===== src/rtl/stage2_rx_fsm_if.sv =====
// Beat-stream bundle between the encoded-beat source, the stage-2 receive FSM
// and the stage-1 receive logic downstream of it.
interface stage2_rx_fsm_if #(
  parameter int unsigned ERR_CNT_W = 8
);
  logic                 in_valid;
  logic                 in_ready;
  logic [15:0]          in_data;
  logic [1:0]           in_state;
  logic [1:0]           key_bits;
  logic                 out_valid;
  logic                 out_ready;
  logic [15:0]          out_data;
  logic [15:0]          out_mask;
  logic [1:0]           out_mode;
  logic                 out_err;
  logic                 sync_err;
  logic                 locked;
  logic [ERR_CNT_W-1:0] err_count;

  // master: beat source / downstream sink side
  modport master (
    output in_valid, in_data, in_state, key_bits, out_ready,
    input  in_ready, out_valid, out_data, out_mask, out_mode,
           out_err, sync_err, locked, err_count
  );

  // slave: the receive FSM itself
  modport slave (
    input  in_valid, in_data, in_state, key_bits, out_ready,
    output in_ready, out_valid, out_data, out_mask, out_mode,
           out_err, sync_err, locked, err_count
  );
endinterface


===== src/rtl/stage2_rx_fsm.sv =====
// Stage-2 receive FSM: replays the encoder state machine from key_bits, recovers
// surviving plaintext bits, flags format/sync errors, single-register output stage.
module stage2_rx_fsm #(
  parameter int unsigned RESYNC_THRESH = 3,
  parameter int unsigned ERR_CNT_W     = 8
) (
  input  logic            clk,
  input  logic            rst_n,
  stage2_rx_fsm_if.slave  bus
);

  typedef enum logic [1:0] {
    S0 = 2'd0,
    S1 = 2'd1,
    S2 = 2'd2,
    S3 = 2'd3
  } rep_state_e;

  localparam logic [3:0]           THRESH  = 4'(RESYNC_THRESH);
  localparam logic [ERR_CNT_W-1:0] ERR_MAX = '1;

  rep_state_e           rep_q, rep_d;
  logic [3:0]           mm_q, mm_d;

  logic                 out_valid_q, out_valid_d;
  logic [15:0]          out_data_q, out_data_d;
  logic [15:0]          out_mask_q, out_mask_d;
  logic [1:0]           out_mode_q, out_mode_d;
  logic                 out_err_q, out_err_d;
  logic                 sync_err_q, sync_err_d;
  logic                 locked_q, locked_d;
  logic [ERR_CNT_W-1:0] err_cnt_q, err_cnt_d;

  logic                 in_ready;
  logic                 accept;
  rep_state_e           pred;
  logic                 mismatch;
  logic [3:0]           mm_inc;
  logic [15:0]          dec_data;
  logic [15:0]          dec_mask;
  logic                 fmt_err;

  assign in_ready = rst_n & (~out_valid_q | bus.out_ready);
  assign accept   = bus.in_valid & in_ready;

  // Encoder transition: next state is the key XOR a per-state constant.
  always_comb begin
    pred = S0;
    case (rep_q)
      S0: pred = rep_state_e'(bus.key_bits ^ 2'b01);
      S1: pred = rep_state_e'(bus.key_bits ^ 2'b10);
      S2: pred = rep_state_e'(bus.key_bits ^ 2'b11);
      S3: pred = rep_state_e'(bus.key_bits);
      default: pred = S0;
    endcase
  end

  assign mismatch = (bus.in_state != pred);
  assign mm_inc   = mm_q + 4'd1;

  // Per-mode plaintext recovery and format check.
  always_comb begin
    dec_data = '0;
    dec_mask = '0;
    fmt_err  = 1'b0;
    case (rep_q)
      S0: begin
        dec_data = {15'b0, bus.in_data[0]};
        dec_mask = 16'h0001;
        fmt_err  = |bus.in_data[15:1];
      end
      S1: begin
        dec_data = bus.in_data & 16'hAAAA;
        dec_mask = 16'hAAAA;
        fmt_err  = (bus.in_data & 16'h5555) != 16'h0000;
      end
      S2: begin
        dec_data = bus.in_data & 16'hAAAA;
        dec_mask = 16'hAAAA;
        fmt_err  = (bus.in_data & 16'h5555) != 16'h5555;
      end
      S3: begin
        dec_data = {bus.in_data[15], 3'b000, bus.in_data[11:0]};
        dec_mask = 16'h8FFF;
        fmt_err  = ~((&bus.in_data[15:12]) | ~(|bus.in_data[15:12]));
      end
      default: begin
        dec_data = '0;
        dec_mask = '0;
        fmt_err  = 1'b0;
      end
    endcase
  end

  // Replica next-state: follow prediction, adopt the received tag after
  // THRESH consecutive mismatches.
  always_comb begin
    rep_d = rep_q;
    mm_d  = mm_q;
    if (accept) begin
      if (!mismatch) begin
        rep_d = pred;
        mm_d  = '0;
      end else if (mm_inc == THRESH) begin
        rep_d = rep_state_e'(bus.in_state);
        mm_d  = '0;
      end else begin
        rep_d = pred;
        mm_d  = mm_inc;
      end
    end
  end

  always_comb begin
    out_valid_d = out_valid_q;
    out_data_d  = out_data_q;
    out_mask_d  = out_mask_q;
    out_mode_d  = out_mode_q;
    out_err_d   = out_err_q;
    sync_err_d  = sync_err_q;
    locked_d    = locked_q;
    err_cnt_d   = err_cnt_q;
    if (accept) begin
      out_valid_d = 1'b1;
      out_data_d  = dec_data;
      out_mask_d  = dec_mask;
      out_mode_d  = rep_q;
      out_err_d   = fmt_err;
      sync_err_d  = mismatch;
      locked_d    = (mm_d == 4'd0);
      if ((fmt_err || mismatch) && (err_cnt_q != ERR_MAX)) begin
        err_cnt_d = err_cnt_q + ERR_CNT_W'(1);
      end
    end else if (bus.out_ready) begin
      out_valid_d = 1'b0;
    end
  end

  always_ff @(posedge clk) begin
    if (!rst_n) begin
      rep_q       <= S0;
      mm_q        <= '0;
      out_valid_q <= 1'b0;
      out_data_q  <= '0;
      out_mask_q  <= '0;
      out_mode_q  <= '0;
      out_err_q   <= 1'b0;
      sync_err_q  <= 1'b0;
      locked_q    <= 1'b1;
      err_cnt_q   <= '0;
    end else begin
      rep_q       <= rep_d;
      mm_q        <= mm_d;
      out_valid_q <= out_valid_d;
      out_data_q  <= out_data_d;
      out_mask_q  <= out_mask_d;
      out_mode_q  <= out_mode_d;
      out_err_q   <= out_err_d;
      sync_err_q  <= sync_err_d;
      locked_q    <= locked_d;
      err_cnt_q   <= err_cnt_d;
    end
  end

  assign bus.in_ready  = in_ready;
  assign bus.out_valid = out_valid_q;
  assign bus.out_data  = out_data_q;
  assign bus.out_mask  = out_mask_q;
  assign bus.out_mode  = out_mode_q;
  assign bus.out_err   = out_err_q;
  assign bus.sync_err  = sync_err_q;
  assign bus.locked    = locked_q;
  assign bus.err_count = err_cnt_q;

endmodule


===== src/flat_wrapper.sv =====
// flat-port wrapper written by rule: the top's interface ports become plain ports
module stage2_rx_fsm_flat 
#(
  parameter int unsigned RESYNC_THRESH = 3,
  parameter int unsigned ERR_CNT_W     = 8
)
  (clk, rst_n, bus_in_valid, bus_in_data, bus_in_state, bus_key_bits, bus_out_ready, bus_in_ready, bus_out_valid, bus_out_data, bus_out_mask, bus_out_mode, bus_out_err, bus_sync_err, bus_locked, bus_err_count);
  stage2_rx_fsm_if #(.ERR_CNT_W(ERR_CNT_W)) bus_i ();
  input  logic clk;
  input  logic rst_n;
  input wire logic [$bits(bus_i.in_valid)-1:0] bus_in_valid;
  input wire logic [$bits(bus_i.in_data)-1:0] bus_in_data;
  input wire logic [$bits(bus_i.in_state)-1:0] bus_in_state;
  input wire logic [$bits(bus_i.key_bits)-1:0] bus_key_bits;
  input wire logic [$bits(bus_i.out_ready)-1:0] bus_out_ready;
  output wire logic [$bits(bus_i.in_ready)-1:0] bus_in_ready;
  output wire logic [$bits(bus_i.out_valid)-1:0] bus_out_valid;
  output wire logic [$bits(bus_i.out_data)-1:0] bus_out_data;
  output wire logic [$bits(bus_i.out_mask)-1:0] bus_out_mask;
  output wire logic [$bits(bus_i.out_mode)-1:0] bus_out_mode;
  output wire logic [$bits(bus_i.out_err)-1:0] bus_out_err;
  output wire logic [$bits(bus_i.sync_err)-1:0] bus_sync_err;
  output wire logic [$bits(bus_i.locked)-1:0] bus_locked;
  output wire logic [$bits(bus_i.err_count)-1:0] bus_err_count;
  assign bus_i.in_valid = bus_in_valid;
  assign bus_i.in_data = bus_in_data;
  assign bus_i.in_state = bus_in_state;
  assign bus_i.key_bits = bus_key_bits;
  assign bus_i.out_ready = bus_out_ready;
  assign bus_in_ready = bus_i.in_ready;
  assign bus_out_valid = bus_i.out_valid;
  assign bus_out_data = bus_i.out_data;
  assign bus_out_mask = bus_i.out_mask;
  assign bus_out_mode = bus_i.out_mode;
  assign bus_out_err = bus_i.out_err;
  assign bus_sync_err = bus_i.sync_err;
  assign bus_locked = bus_i.locked;
  assign bus_err_count = bus_i.err_count;
  stage2_rx_fsm #(.RESYNC_THRESH(RESYNC_THRESH), .ERR_CNT_W(ERR_CNT_W)) u_core (.clk(clk), .rst_n(rst_n), .bus(bus_i));
endmodule

===== config.mk =====
export PLATFORM = sky130hd
export DESIGN_NAME = stage2_rx_fsm_flat
export DESIGN_NICKNAME = d
export VERILOG_FILES = /design/src/rtl/stage2_rx_fsm_if.sv /design/src/rtl/stage2_rx_fsm.sv /design/src/flat_wrapper.sv
export SDC_FILE = /design/constraint.sdc
export NUM_CORES = 1
export LEC_CHECK = 0
export CORE_AREA = 2 2 86 63
export CTS_CLUSTER_DIAMETER = 30
export DETAILED_ROUTE_END_ITERATION = 12
export DIE_AREA = 0 0 88 65
export PLACE_DENSITY = 0.8
export SETUP_SLACK_MARGIN = 0.05
export SKIP_CTS_REPAIR_TIMING = 1
export SLEW_MARGIN = 20
export SYNTH_ARGS = -nofsm -noshare
export SYNTH_HDL_FRONTEND = slang
export SYNTH_SLANG_ARGS = --single-unit
export TNS_END_PERCENT = 20

===== constraint.sdc =====
create_clock -name clk -period 2.4 [get_ports clk]
set_clock_uncertainty 0.2 [all_clocks]
set_input_delay 0.24 -clock clk [delete_from_list [all_inputs] [get_ports clk]]
set_output_delay 0.24 -clock clk [all_outputs]
set_load 0.03 [all_outputs]

==> results by stage, run 1 <==
Status:
- The flow ran to the end, but the final reports show violations.
- The final reports fail on setup timing.

Route:
- The number of iterations in the first detailed-routing pass is 4.
- For this run, design rule violations remaining after detail routing come to 0.
- The number of vias in the routed layout is ~1,900.
- The via count normalized by instance count is 5.089.
- The number of routed nets with antenna violations is 0.
- The DRC marker count from the first detailed-route iteration is 119.
- The mean routed wirelength per cell is between 10 and 15 µm.
- The routed wire length is between 5 and 6 mm.

STA:
- For the finished layout, the period the worst path requires is 2.453 ns.
- The number of endpoints failing setup at the final stage is 2.
- Hold is met by ~0.26 ns.
- Setup total negative slack on the finished layout was measured at -0.05685 ns.
- The final-report max-slew violation count was 0.
- Across all setup checks in the final design, the least slack found is -0.05258 ns.
- The period utilization is 1.022.
- Setup repair after global routing could not meet its margin everywhere.
- The maximum clock frequency is 0.4077 GHz.
- The count of final hold-check violations is 0.

Worst setup path:
- In this design, the stage delay of the slowest critical-path cell is 0.41 ns.
- The highest-delay cell along the critical path is or4_4.
- The worst setup path is launched from a register.
- The required time at the endpoint of the critical path is ~2.4 ns.
- The largest driver fanout on the critical path is 5.
- The reg2reg setup slack is -0.05 ns.
- Broken down by cell family, the worst path's largest delay share belongs to compound AO/OA/AOI/OAI gates.
- Data on the critical path arrives at its endpoint at 2.50 ns.
- The combined buffer and inverter count along the critical path is 2.
- The critical path is of the reg2reg type.
- The endpoint of the most critical register-to-register path is u_core.bus.err_count[7].
- The number of cells on the worst reg-to-reg path is 10.
- The startpoint of the lowest-slack register-to-register path is u_core.rep_q[0].
- The element type at the critical path end is a register.
- Walking the worst path, the cells encountered are buf_6, ha_4, nor2_2, o31ai_2, xor2_1, o21ai_2, a32o_2, buf_12, or4_4, a21oi_2.

Clock tree:
- The buffer cell driving the clock tree root is clkbuf_8.
- The H-tree was split into 2 levels.
- TritonCTS built the clock tree.
- At the later pin of the worst-skew pair, clock insertion delay measures about 0.31 ns.
- Clock-pin slew was measured on the worst setup and hold paths at around 0.070 ns.
- Buffers inserted during clock tree synthesis total 5.
- The maximum count of clock buffers along a single path is 2.
- The clock net in this run drives a total of 38 sinks.

Hold path:
- For hold timing, the worst endpoint is u_core.bus.locked.
- The type of the tightest min-delay check is reg2reg.
- The startpoint of the worst hold path is u_core.bus.locked.
- The cell depth of the worst min-delay path is 2.

Synth:
- The area of the mapped netlist is 0.001861 mm².
- The predominant post-synthesis flop cell is dfxtp_1.
- The mux share of post-synthesis cell area is 0.01614.
- Of the total synthesized cell area, the portion taken by full adders, half adders and majority gates is 0.05380.
- The share of synthesized area in the top cell type comes to 0.4089.
- For this run, the register share of the synthesized area comes to 0.4089.
- The mean area per synthesized cell is 8.457 µm².
- The post-synthesis compound-gate area fraction is 0.1896.
- The count of flip-flops with a built-in enable after synthesis is 0.
- The post-synthesis cell type with the largest combined area is dfxtp_1.
- Of the total synthesized cell area, the portion taken by AND, OR, NAND and NOR gates is 0.2031.
- The async set-or-reset flop fraction in the synthesized netlist is 0.
- In this run, synthesis produced a sequential element count of 38.
- Yosys attributes the largest share of cell area to dfxtp_1, buf_4, ha_1.
- The number of different library cells in the post-synthesis netlist is 42.
- The XOR/XNOR share of the synthesized area is 0.02824.
- After technology mapping, the gate count stands at between 200 and 250.
- After synthesis, the largest family of logic cells by area is simple AND/OR/NAND/NOR gates.
- The number of warning messages in the yosys log is 0.

Power and ir drop:
- For this design the ratio of total power to cell area is approximately 530 mW/mm².
- The leakage component of the power is between 1 and 1.5 nW.
- The worst-case IR drop observed on VDD is roughly 0.27 mV.

Die:
- The core region is ~0.005 mm².
- The die is between 80 and 90 µm wide.
- The floorplan has 22 rows.
- The starting density of the core is 0.3734.
- The die area is 0.005720 mm².
- From bottom edge to top edge, the die measures 65 µm.
- The I/O pin count is between 70 and 80.

Cells and area:
- The repair_antennas step left the layout with diodes totalling 0.
- For this run, the number of standard cells in the final layout without fillers is 381.
- The layout overhead on the synthesized area is 59.58%.
- The share of cells above drive strength 1 is 0.2136.
- The filler cell count is 431.
- The net count of the finished layout is 340.

Flow run:
- The number of max-capacitance violations reported is 0.

Place:
- The final weighted congestion of routability-driven global placement is approximately 0.87.
- After detailed placement, the design holds a cell count of about 370.
- The number of buffer cells added on primary ports is 66.
- The placed wire-length estimate is 3.866 mm.
- The pre-CTS setup slack is -0.1477 ns.

Global routing:
- The aggregate global routing overflow is 0.
- For this run, the total global-route usage over all layers was measured as 0.1892.
- The number of global-route vias before repair is roughly 1,800.
- Entering global routing, the biggest net connects 23 pins.
- The first global-routing pass estimated around 8.4 mm of wire.
- The number of antenna violations at the first check in global routing came to 0.
## metrics by stage
| step | cell area, µm² | util | power [W] |
|---|---|---|---|
| final | 2969 | 0.5959 | 0.001575 |
| after global routing | 2969 | 0.5959 | 0.001639 |
| after CTS | 2804 | 0.5628 | 0.001528 |
| after detailed placement | 2709 | 0.5437 | 0.001059 |
| after global placement | 2709 | 0.5437 | 0.001048 |
| after floorplan | 1877 | - | 0.0008868 |
## synth_stat cells (2+ instances only)
library cell and count:
a21oi_1 16, a22oi_1 7, and2_1 2, and3_1 2
buf_2 2, buf_4 14, clkbuf_1 8, dfxtp_1 38
ha_1 8, inv_1 6, mux2i_1 3, nand2_1 19
nand2b_1 2, nand3_1 16, nand4_1 4, nand4b_1 2
nor2_1 20, nor3_1 4, o211ai_1 5, o21ai_0 9
o31ai_1 5, or4_1 4, xor2_1 5
## cell type report
cell class	count	area (µm²)	share of cell area
multi-input combinational	153	1015	0.3418
clock inverter	2	12.51	0.004214
inverter	7	33.78	0.01138
sequential	38	768.2	0.2587
timing repair buffer	103	967.2	0.3257
clock buffer	6	82.58	0.02781
tap	72	90.09	0.03034
## registers in the layout, indices dropped and copies added (netlist names)
| name | count |
|---|---|
| u_core.bus.out_data | 14 |
| u_core.bus.out_mask | 4 |
| u_core.rep_q | 2 |
| u_core.bus.err_count | 8 |
| u_core.bus.out_valid | 1 |
| u_core.bus.sync_err | 1 |
| u_core.bus.out_err | 1 |
| u_core.bus.locked | 1 |
| u_core.mm_q | 4 |
| u_core.bus.out_mode | 2 |
## worst reg2reg max path, stage by stage (launching register included)
cell and delay, ns:
dfxtp_4 0.38, buf_6 0.11, ha_4 0.13, nor2_2 0.04
o31ai_2 0.30, xor2_1 0.23, o21ai_2 0.09, a32o_2 0.24
buf_12 0.13, or4_4 0.41, a21oi_2 0.13
## cell usage in the layout (no fill, tap or decap), drive strengths merged, types with 2 or more instances in the layout
cell	synthesis	final
ha	8	8
nor2	20	20
dfxtp	38	38
conb	1	4
buf	17	37
and2	2	2
nor3	4	4
a21oi	17	17
xor2	5	5
inv	6	6
and3	2	2
mux2i	3	3
nand2	19	19
o211ai	5	5
or4	4	4
a22oi	7	7
nand4	4	4
clkinv	1	2
o21ai	11	11
nand4b	2	2
nand3	16	16
nand2b	2	2
clkdlybuf4s50	0	66
clkbuf	8	6
o31ai	6	6
## power by group
group / total, W / switching (W) / leakage [nW] / internal, W
logic: 0.000420 / 0.000210 / 0.770 / 0.000210
clock network: 0.000475 / 0.000244 / 0.0472 / 0.000231
registers: 0.000681 / 0.0000265 / 0.310 / 0.000654
## worst max-delay path by stage
stage,start,end,depth (start not counted)
after CTS,u_core.rep_q[1],u_core.bus.err_count[7],10
after floorplan,u_core.rep_q[0],u_core.bus.err_count[7],10
final,u_core.rep_q[0],u_core.bus.err_count[7],10
after detailed placement,bus_in_data[2],u_core.bus.err_count[1],9
after global routing,u_core.rep_q[1],u_core.bus.err_count[7],10
after global placement,bus_in_data[2],u_core.bus.err_count[1],9
## cell families after synthesis
kind of cell	count (synthesis)
buffers and inverters	32
XOR/XNOR	6
multiplexers	3
other	1
flip-flops	38
AND/OR/NAND/NOR	78
adder cells (fa/ha/maj)	8
AO/OA/AOI/OAI	54
## metal layers
layer  vias to the layer above  GRT usage  part of all wire
met2                        79     0.2907              0.46
li1                        940          -                 -
met4                         0    0.06923             0.030
met3                        15    0.06752             0.080
met5                         -          0                 0
met1                       905     0.2432              0.43
No activity file was read; power rests on OpenSTA's default activity.
==> run 2, diff against run 1 <==
--- a/config.mk
+++ b/config.mk
@@ -5,6 +5,7 @@
 export SDC_FILE = /design/constraint.sdc
 export NUM_CORES = 1
 export LEC_CHECK = 0
+export ABC_CLOCK_PERIOD_IN_PS = 2400
 export CORE_AREA = 2 2 86 63
 export CTS_CLUSTER_DIAMETER = 30
 export DETAILED_ROUTE_END_ITERATION = 12
==> results of run 2 <==
Final layout, timing and power as in run 1 (identical DEF).
==> run 3, diff against run 2 <==
--- a/config.mk
+++ b/config.mk
@@ -5,12 +5,13 @@
 export SDC_FILE = /design/constraint.sdc
 export NUM_CORES = 1
 export LEC_CHECK = 0
+export ABC_AREA = 1
 export ABC_CLOCK_PERIOD_IN_PS = 2400
-export CORE_AREA = 2 2 86 63
+export CORE_AREA = 2 2 89 65
 export CTS_CLUSTER_DIAMETER = 30
 export DETAILED_ROUTE_END_ITERATION = 12
-export DIE_AREA = 0 0 88 65
-export PLACE_DENSITY = 0.8
+export DIE_AREA = 0 0 91 67
+export PLACE_DENSITY_LB_ADDON = 0.05
 export SETUP_SLACK_MARGIN = 0.05
 export SKIP_CTS_REPAIR_TIMING = 1
 export SLEW_MARGIN = 20
==> run 3 against run 2 <==
Net effect:
- the flow now finishes without violations
- clock power up 18%
- setup slack better by 0.37 ns
- first-iteration DRC count down 25%
- largest power group unchanged
- die area up 6.6%
- power up 3.3%
==> results by stage, run 3 <==
Status:
- The flow ran to the end, and the final reports show no timing, DRC or antenna violations.

Synth:
- Counting flops and latches in the post-synthesis netlist gives 38.
- Of the total synthesized cell area, the portion taken by XOR and XNOR cells is 0.03371.
- The number of different library cells used by synthesis comes to 36.
- The library cell with the highest instance count after synthesis is nand2_1.
- The biggest area contributor in the post-synthesis netlist is dfxtp_1.
- The synthesized netlist occupies a cell area of just over 0.002 mm².
- The post-synthesis compound-gate area fraction is 0.1228.
- Yosys attributes the largest share of cell area to dfxtp_1, nand2_1, nand3_1.
- Of the total synthesized cell area, the portion taken by full adders, half adders and majority gates is 0.04816.
- The combinational family with the most area after synthesis is simple AND/OR/NAND/NOR gates.
- The async set-or-reset flop fraction in the synthesized netlist is 0.
- Measured against the total synthesized area, the mux share comes to 0.
- The predominant post-synthesis flop cell is dfxtp_1.
- Counting instances in the post-synthesis netlist gives the leading cell types as nand2_1, dfxtp_1, nand3_1, nor2_1, a21oi_1.
- The mean area per synthesized cell is ~7.5 µm².
- The proportion of synthesized chip area in sequential cells is 0.3660.
- Of the post-synthesis cell area, the dominant cell type holds 0.3660.
- In this run, synthesis inferred 0 flip-flops with an integrated enable.
- Of the total synthesized cell area, the portion taken by AND, OR, NAND and NOR gates is 0.3131.
- In the synthesized netlist, the number of instances is ~280.
- The number of warning messages in the yosys log is 0.

Cells and area:
- Of the cells placed in the final design, the portion with a size suffix greater than 1 is 0.1395.
- The total non-filler cell area in the finished layout is around 0.0029 mm².
- The layout overhead on the synthesized area is 37.69%.
- Leaving out fill and tap cells, the most frequent cell in the layout is clkdlybuf4s50_1.
- The final layout contains roughly 370 nets.
- The library cells used most frequently in the layout, excluding fill and tap cells, are clkdlybuf4s50_1, nand2_1, dfxtp_1.
- Fill cells in the final layout number roughly 530.
- The register with the most flip-flops in the layout has 14 of them.
- The number of antenna diodes in the final layout is 0.

STA:
- Counting I/O delays and the setup requirement, the final critical path takes around 2.1 ns.
- Dividing the final minimum period by the clock period gives 0.8669.
- Setup repair after global routing left no endpoint under its margin.
- Adding up every negative setup slack in the final design gives 0 ns.
- The final-report max-slew violation count is 0.
- Derived from the worst setup path, the maximum achievable clock frequency is roughly 0.48 GHz.
- The worst path meets setup with 0.3193 ns of slack.
- Setup violations remaining at the end of the flow were counted as 0.
- The count of final hold-check violations is 0.

Clock tree:
- The clock latency on the worst-skew pair is 0.30 ns.
- The number of buffers added by the clock tree synthesis step is 5.
- The maximum count of clock buffers along a single path is 2.
- CTS saw 38 sinks.
- The H-tree generated during clock tree synthesis spans 2 levels.
- The clock slew seen by the registers of the worst setup and hold paths is roughly 0.090 ns.
- The clock tree from TritonCTS is built.
- Clock tree synthesis selected as its root buffer the cell clkbuf_8.

Worst setup path:
- The worst setup path is captured at a register.
- In this design, the stage delay of the slowest critical-path cell is roughly 0.4 ns.
- Counting both buffers and inverters, the worst setup path holds a total of 2.
- The required time at the endpoint of the critical path is 2.41 ns.
- The largest driver fanout on the critical path is 9.
- At the worst endpoint, the arrival time is between 2 and 2.5 ns.
- The kind of critical path is reg2reg.
- The largest individual stage delay along the critical path comes from the cell dfxtp_1.
- The library cell appearing most often on the critical path is nor2_2.
- STA classifies the critical path startpoint as a register.
- Walking the worst path, the cells encountered are inv_1, ha_2, o21ai_1, nand3_1, nand2_1, nand2_2, nand2_4, nand3_4, nand2_8, inv_4, nor2_2, nor2_2.
- The kind of cell with the highest combined delay along the critical path is simple AND/OR/NAND/NOR gates.

Power and ir drop:
- Across the VDD grid, the largest voltage drop is ~0.32 mV.
- The leakage component of the power is about 1.1 nW.
- The power consumption is 0.001627 W.
- For this design the ratio of total power to cell area is about 570 mW/mm².

Hold path:
- The path class of the tightest hold or removal check is reg2reg.

Global routing:
- Entering global routing, the biggest net connects 32 pins.
- The total overflow left after global routing is 0.
- The number of antenna violations at the first check in global routing is 0.
- The number of global-route vias before repair is around 1,800.
- The first-pass GRT wire length is roughly 8.3 mm.
- In the global route stage, overall resource usage came out at 0.1716.

Die:
- The starting density of the core is 0.4016.
- The I/O pin count is 71.
- The die area is just over 0.006 mm².
- The number of placement rows is 22.
- The die is approximately 67 µm tall.
- The die width is approximately 90 µm.
- The region available for standard cell placement spans approximately 0.0052 mm².

Place:
- The placed wire-length estimate is 3.762 mm.
- The congestion estimate from routability-driven global placement came to between 0.7 and 0.8.
- OpenSTA, run right after detailed placement, puts the worst setup slack at 0.1844 ns.
- During placement, the flow inserted port buffers numbering 66.
- After detailed placement, the total cell area comes to between 0.002 and 0.003 mm².

Route:
- The final route contains between 1,500 and 2,000 vias.
- The detailed router finished its first iteration with 89 violations.
- The number of iterations in the first detailed-routing pass is 4.
- Once detail routing completed, the nets flagged for antenna violations numbered 0.
- The routed wire length is a little over 5 mm.
- The mean routed wirelength per cell is roughly 12 µm.
- The via count normalized by instance count is 4.682.
- The number of design rule violations left after detail routing is 0.

Flow run:
- The number of max-capacitance violations reported is 0.
==> run 3: path summary, 6_finish.rpt <==
| kind | startpoint | to | slack (ns) | cells past startpoint |
|---|---|---|---|---|
| setup / recovery | u_core.rep_q[1] | u_core.bus.err_count[1] | 0.32 | 12 |
| hold / removal | u_core.bus.out_data[5] | u_core.bus.out_data[5] | 0.27 | 2 |
| setup reg to reg | u_core.rep_q[1] | u_core.bus.err_count[1] | 0.32 | 12 |
| hold reg to reg | u_core.bus.out_data[5] | u_core.bus.out_data[5] | 0.27 | 2 |
==> run 3: routing by layer <==
layer | routed length, µm | global-route usage | share of wire
met1 | 2605 | 0.2284 | 0.52
met2 | 2120 | 0.2769 | 0.42
met3 | 264 | 0.03959 | 0.052
met4 | 66 | 0.05682 | 0.013
met5 | 0 | 0 | 0
==> run 3: report_power, final <==
group / internal [W] / total [W] / switching (W)
Sequential: 0.000657 / 0.000681 / 0.0000240
Clock: 0.000309 / 0.000559 / 0.000250
Combinational: 0.000158 / 0.000387 / 0.000229
Total: 0.00112 / 0.00163 / 0.000503
==> run 3: through the flow <==
stage,util,hold WS (ns),instances
after floorplan,-,0.1896,279
after global placement,0.5302,0.2545,401
after detailed placement,0.5302,0.2547,401
after CTS,0.5522,0.2670,409
after global routing,0.5530,0.2862,409
final,0.5530,0.2655,409
==> run 3: layout make-up <==
class                           count  area [µm²]  area share
Inverter                           21       83.83     0.02930
Timing Repair Buffer               74       718.2      0.2510
Clock inverter                      3       45.04     0.01574
Tap cell                           72       90.09     0.03148
Sequential cell                    38       762.0      0.2663
Clock buffer                        5       68.82     0.02405
Multi-Input combinational cell    196        1094      0.3822
==> run 3: logic make-up (layout without fill, tap and decap cells) <==
family                   Yosys count  after routing
flip-flops                        38             38
XOR/XNOR                           8              8
other                              1              4
buffers and inverters             45            103
adder cells (fa/ha/maj)            8              8
AND/OR/NAND/NOR                  133            133
AO/OA/AOI/OAI                     43             43
==> run 3: tightest hold or removal path: stages, from the launching register on <==
cell and delay (ns):
dfxtp_1 0.31, nand2_1 0.06, a21oi_1 0.05
==> RTL change 1 (flow settings as in run 2) <==
Make the reset (`rst_n`) asynchronous in one clocked block.
--- a/src/rtl/stage2_rx_fsm.sv
+++ b/src/rtl/stage2_rx_fsm.sv
@@ -137,5 +137,5 @@
   end
 
-  always_ff @(posedge clk) begin
+  always_ff @(posedge clk or negedge rst_n) begin
     if (!rst_n) begin
       rep_q       <= S0;
Function: differs if rst_n is asserted again (counterexample within 4 cycles, from zero or initial values and one cycle with rst_n low); with rst_n held inactive, the same outputs for 10 cycles.
==> RTL change 1 against run 2 <==
Setup slack improved by 0.14 ns. Sequential cell count unchanged. Count of clock-buffer cells in the layout rose by 2. Area after synthesis increased by 6.6%. Cell area up 1.1%. Routed wire length is 11% lower.
Power is not compared: it rests on default switching activity, and its combinational part moved more than twofold at a synthesized area within 25%.
==> RTL change 1: results <==
[run_status]
outcome = complete, no violations

[finish]
fin_cells = 351
largest_reg_flops = 14
drive_gt1_share_pct = 19.0
nFillCells = 423
layout.nets = 310

[worst_setup_path]
arrival_ns = 2.29
ff2ff_setup_slack_ns = 0.08
critPathMaxFanout = 8
crit_slowest_cell = dfrtp_2
r2r_cells = 8
max_stage_delay_ns = 0.46

[synthesis]
ys.flop_type = dfrtp_1
ys_seq_area_share_pct = 48.0
ys_types = 37
async_flop_share_pct = 100
synth_area_leaders = dfrtp_1, nand2_1, buf_4
syn_area_per_cell_um2 = 9.87
yosys-top-cells-count = nand2_1, dfrtp_1, buf_4, xor2_1, nand3_1

[global_routing]
grt_max_degree = 39
grt_pass1_wl_um = 7880
grt_usage_pct = 18.1

[detailed_routing]
vias = 1714
wl_per_cell_um = 14.0

[timing]
fin_crit_sh_pct = 96.5
worst_hold_slack_ns = 0.274

[clock_network]
clock_latency_ns = 0.29
root_buffer = clkbuf_8

[place]
preCtsSetupSlack_ns = -0.121
routabilityCongestion = 0.812
dpl.cell_count = 341
placed_area_um2 = 2760
dp.final_hpwl_um = 3540
## RTL change 1: changes by cell type after synthesis, sizes merged, moves of 6 or more
cell | before | now
a22o | 0 | 7
a21oi | 17 | 3
a22oi | 7 | 0
nor2 | 20 | 6
dfxtp | 38 | 0
dfrtp | 0 | 37
nand2 | 19 | 39
xor2 | 5 | 11
## RTL change 1: layout make-up
type                            count  area [um^2]  share of cell area (%)
Clock buffer                        8         80.1                    2.67
Inverter                            5         21.3                   0.709
Timing Repair Buffer               88          827                    27.6
Multi-Input combinational cell    140         1030                    34.3
Sequential cell                    38          953                    31.8
Tap cell                           72         90.1                    3.00
## RTL change 1: cell families after synthesis
family	after synthesis	share of synthesized area, %
mux	3	1.77
buf+inv	26	7.76
compound gates	37	13.7
xor+xnor	11	4.86
flops	38	48.0
fa+ha+maj	8	5.05
simple gates	77	18.7
other cells	1	0.189
## RTL change 1: power breakdown
group / internal [mW] / total (mW) / leakage (nW) / switching (mW)
clock network: 0.206 / 0.426 / 0.0395 / 0.220
registers: 0.887 / 1.11 / 0.486 / 0.227
logic: 0.959 / 2.14 / 0.785 / 1.18
## RTL change 1: worst max-delay path: cells and delay by family (launching register included)
kind / cells / cell delay [ns]
buffers and inverters: 1 / 0.08
DFF: 1 / 0.46
muxes: 1 / 0.32
adders and majority gates: 1 / 0.20
xor gates and xnor gates: 1 / 0.11
AOI/OAI and AO/OA: 4 / 0.82
## RTL change 1: layer usage
metal	vias to the layer above	track usage (%)	routed length (um)
met4	0	4.23	80
met5	-	0	0
met2	69	27.1	2200
met3	11	6.75	316
met1	802	24.9	2320
li1	832	-	-
## RTL change 1: final timing paths
check                                       start                 endpoint
max                               u_core.rep_q[0]  u_core.bus.err_count[1]
min                        u_core.bus.out_data[4]   u_core.bus.out_data[4]
max reg2reg                       u_core.rep_q[0]  u_core.bus.err_count[1]
min reg2reg                u_core.bus.out_data[4]   u_core.bus.out_data[4]
max in group asynchronous                   rst_n        u_core.bus.locked
min in group asynchronous                   rst_n   u_core.bus.out_data[4]
==> RTL change 2 (flow settings as in run 2) <==
Made on the original files. `ERR_CNT_W` is set to 8 in 3 places; all go to 10.
--- a/src/rtl/stage2_rx_fsm_if.sv
+++ b/src/rtl/stage2_rx_fsm_if.sv
@@ -2,5 +2,5 @@
 // and the stage-1 receive logic downstream of it.
 interface stage2_rx_fsm_if #(
-  parameter int unsigned ERR_CNT_W = 8
+  parameter int unsigned ERR_CNT_W = 10
 );
   logic                 in_valid;
--- a/src/rtl/stage2_rx_fsm.sv
+++ b/src/rtl/stage2_rx_fsm.sv
@@ -3,5 +3,5 @@
 module stage2_rx_fsm #(
   parameter int unsigned RESYNC_THRESH = 3,
-  parameter int unsigned ERR_CNT_W     = 8
+  parameter int unsigned ERR_CNT_W     = 10
 ) (
   input  logic            clk,
--- a/src/flat_wrapper.sv
+++ b/src/flat_wrapper.sv
@@ -3,5 +3,5 @@
 #(
   parameter int unsigned RESYNC_THRESH = 3,
-  parameter int unsigned ERR_CNT_W     = 8
+  parameter int unsigned ERR_CNT_W     = 10
 )
   (clk, rst_n, bus_in_valid, bus_in_data, bus_in_state, bus_key_bits, bus_out_ready, bus_in_ready, bus_out_valid, bus_out_data, bus_out_mask, bus_out_mode, bus_out_err, bus_sync_err, bus_locked, bus_err_count);
Ports: changed (resized bus_err_count); port bits go from 71 to 73. The function was not compared with the original's and may differ.
==> RTL change 2 against run 2 <==
Routed wire length shrank 5.9%. Cell area rose by 0.80%. Area after synthesis up 8.9%. Sequential cell count grew 2. Total power up 3.7%. Core utilization grew 0.48 points. Setup slack better by 0.16 ns. First-iteration DRC count shrank 18%. Worst hold slack got worse by 0.064 ns. Largest power group unchanged.
==> RTL change 2: results <==
[detailed_routing]
wl_per_cell_um = 13.3
vias = 1952
drc = 0
dr.pass1.iters = 4
first_iter_violations = 98

[finish]
antennaDiodeCount = 0
drive_gt1_share_pct = 15.5
layout.nets = 348
nFillCells = 431
largest_reg_flops = 14

[clock_network]
h-tree-depth = 2
clk_path_buf_depth = 2
clkTransAtPathRegs_ns = 0.08
numCtsBuffers = 5
root_buffer = clkbuf_8
clock_latency_ns = 0.30

[synthesis]
ys_seq_area_share_pct = 39.5
ys.flop_type = dfxtp_1
async_flop_share_pct = 0
yosysWarnings = 0
synth_area_leaders = dfxtp_1, nand2_1, buf_4
yosys-top-cells-count = dfxtp_1, nand2_1, a21oi_1, nand3_1, nor2_1
ys_types = 42

[power_and_ir_drop]
leakage_nw = 1.19
vdd.ir_drop.worst_v = 0.000313

[place]
port-buffer-count = 68
preCtsSetupSlack_ns = -0.397
routabilityCongestion = 0.869
dp.final_hpwl_um = 3780

[worst_setup_path]
max_stage_delay_ns = 0.54
crit_slowest_cell = or4_4
critPathLaunch = bus_in_data[12]
critPathMaxFanout = 3
timing.rr.start = u_core.rep_q[1]
critPathTopFamily = simple AND/OR/NAND/NOR gates
arrival_ns = 2.28

[global_routing]
grt_pass1_vias = 1868
grt_usage_pct = 18.3
grt_max_degree = 27
antenna_found_initial = 0
grt_pass1_wl_um = 8240

[timing]
slew_headroom_pct = 51.0

[min_path]
min_from = bus_in_data[4]
hold_path.class = input port to register

[run_status]
outcome = complete, no violations
## RTL change 2: cell types whose count changed after synthesis, sizes merged, moves of 3 or more
cell / before / now
clkbuf: 8 / 11
o21ai: 11 / 14
o211ai: 5 / 1
mux2i: 3 / 8
nand2: 19 / 30
inv: 6 / 9
o31ai: 6 / 1
nor2: 20 / 15
and2: 2 / 5
a21oi: 17 / 20
## RTL change 2: logic make-up (layout without fill, tap and decap cells)
| kind of cell | Yosys count | in the layout | synth area share, % |
|---|---|---|---|
| fa+ha+maj | 8 | 8 | 4.94 |
| compound gates | 51 | 51 | 16.7 |
| flops | 40 | 40 | 39.5 |
| other cells | 1 | 4 | 0.185 |
| simple gates | 92 | 92 | 23.4 |
| xor+xnor | 5 | 5 | 2.16 |
| mux | 8 | 8 | 3.95 |
| buf+inv | 35 | 109 | 9.14 |
## RTL change 2: cell type report
cell class | instances | share of cell area [%]
clock buffers | 6 | 2.42
inverters | 9 | 1.13
clock inverters | 2 | 1.17
multi-input cells | 168 | 36.5
repair buffers | 92 | 29.0
well taps | 72 | 3.01
flip-flops and latches | 40 | 26.8
## RTL change 2: tightest hold or removal path, cell delays in order
cell and delay (ns):
dlymetal6s2s_1 0.13, buf_4 0.13, nand3_1 0.07, a21oi_1 0.06
## RTL change 2: through the flow
stage / instance area, um^2 / utilization [%] / setup TNS (ns) / instances
floorplan: 2040 / - / 0 / 243
global placement: 2830 / 56.8 / -2.68 / 380
detailed placement: 2830 / 56.8 / -3.35 / 380
CTS: 2940 / 58.9 / -0.273 / 388
global route: 2990 / 60.1 / 0 / 389
finish: 2990 / 60.1 / 0 / 389
## RTL change 2: routing by layer
metal | wire (um) | vias to the layer above | track usage, %
li1 | - | 968 | -
met1 | 2460 | 924 | 23.9
met2 | 2400 | 53 | 29.3
met3 | 275 | 7 | 4.71
met4 | 46 | 0 | 6.15
met5 | 0 | - | 0
## RTL change 2: worst paths after layout
kind	endpoint	slack, ns	cells after the start
setup / recovery	u_core.bus.err_count[9]	0.11	10
hold / removal	u_core.bus.out_data[4]	0.19	4
setup reg to reg	u_core.bus.err_count[4]	0.11	9
hold reg to reg	u_core.bus.out_data[8]	0.26	2
## RTL change 2: report_power, final
part / internal [mW] / switching [mW]
Sequential: 0.690 / 0.0210
Clock: 0.309 / 0.238
Combinational: 0.166 / 0.209
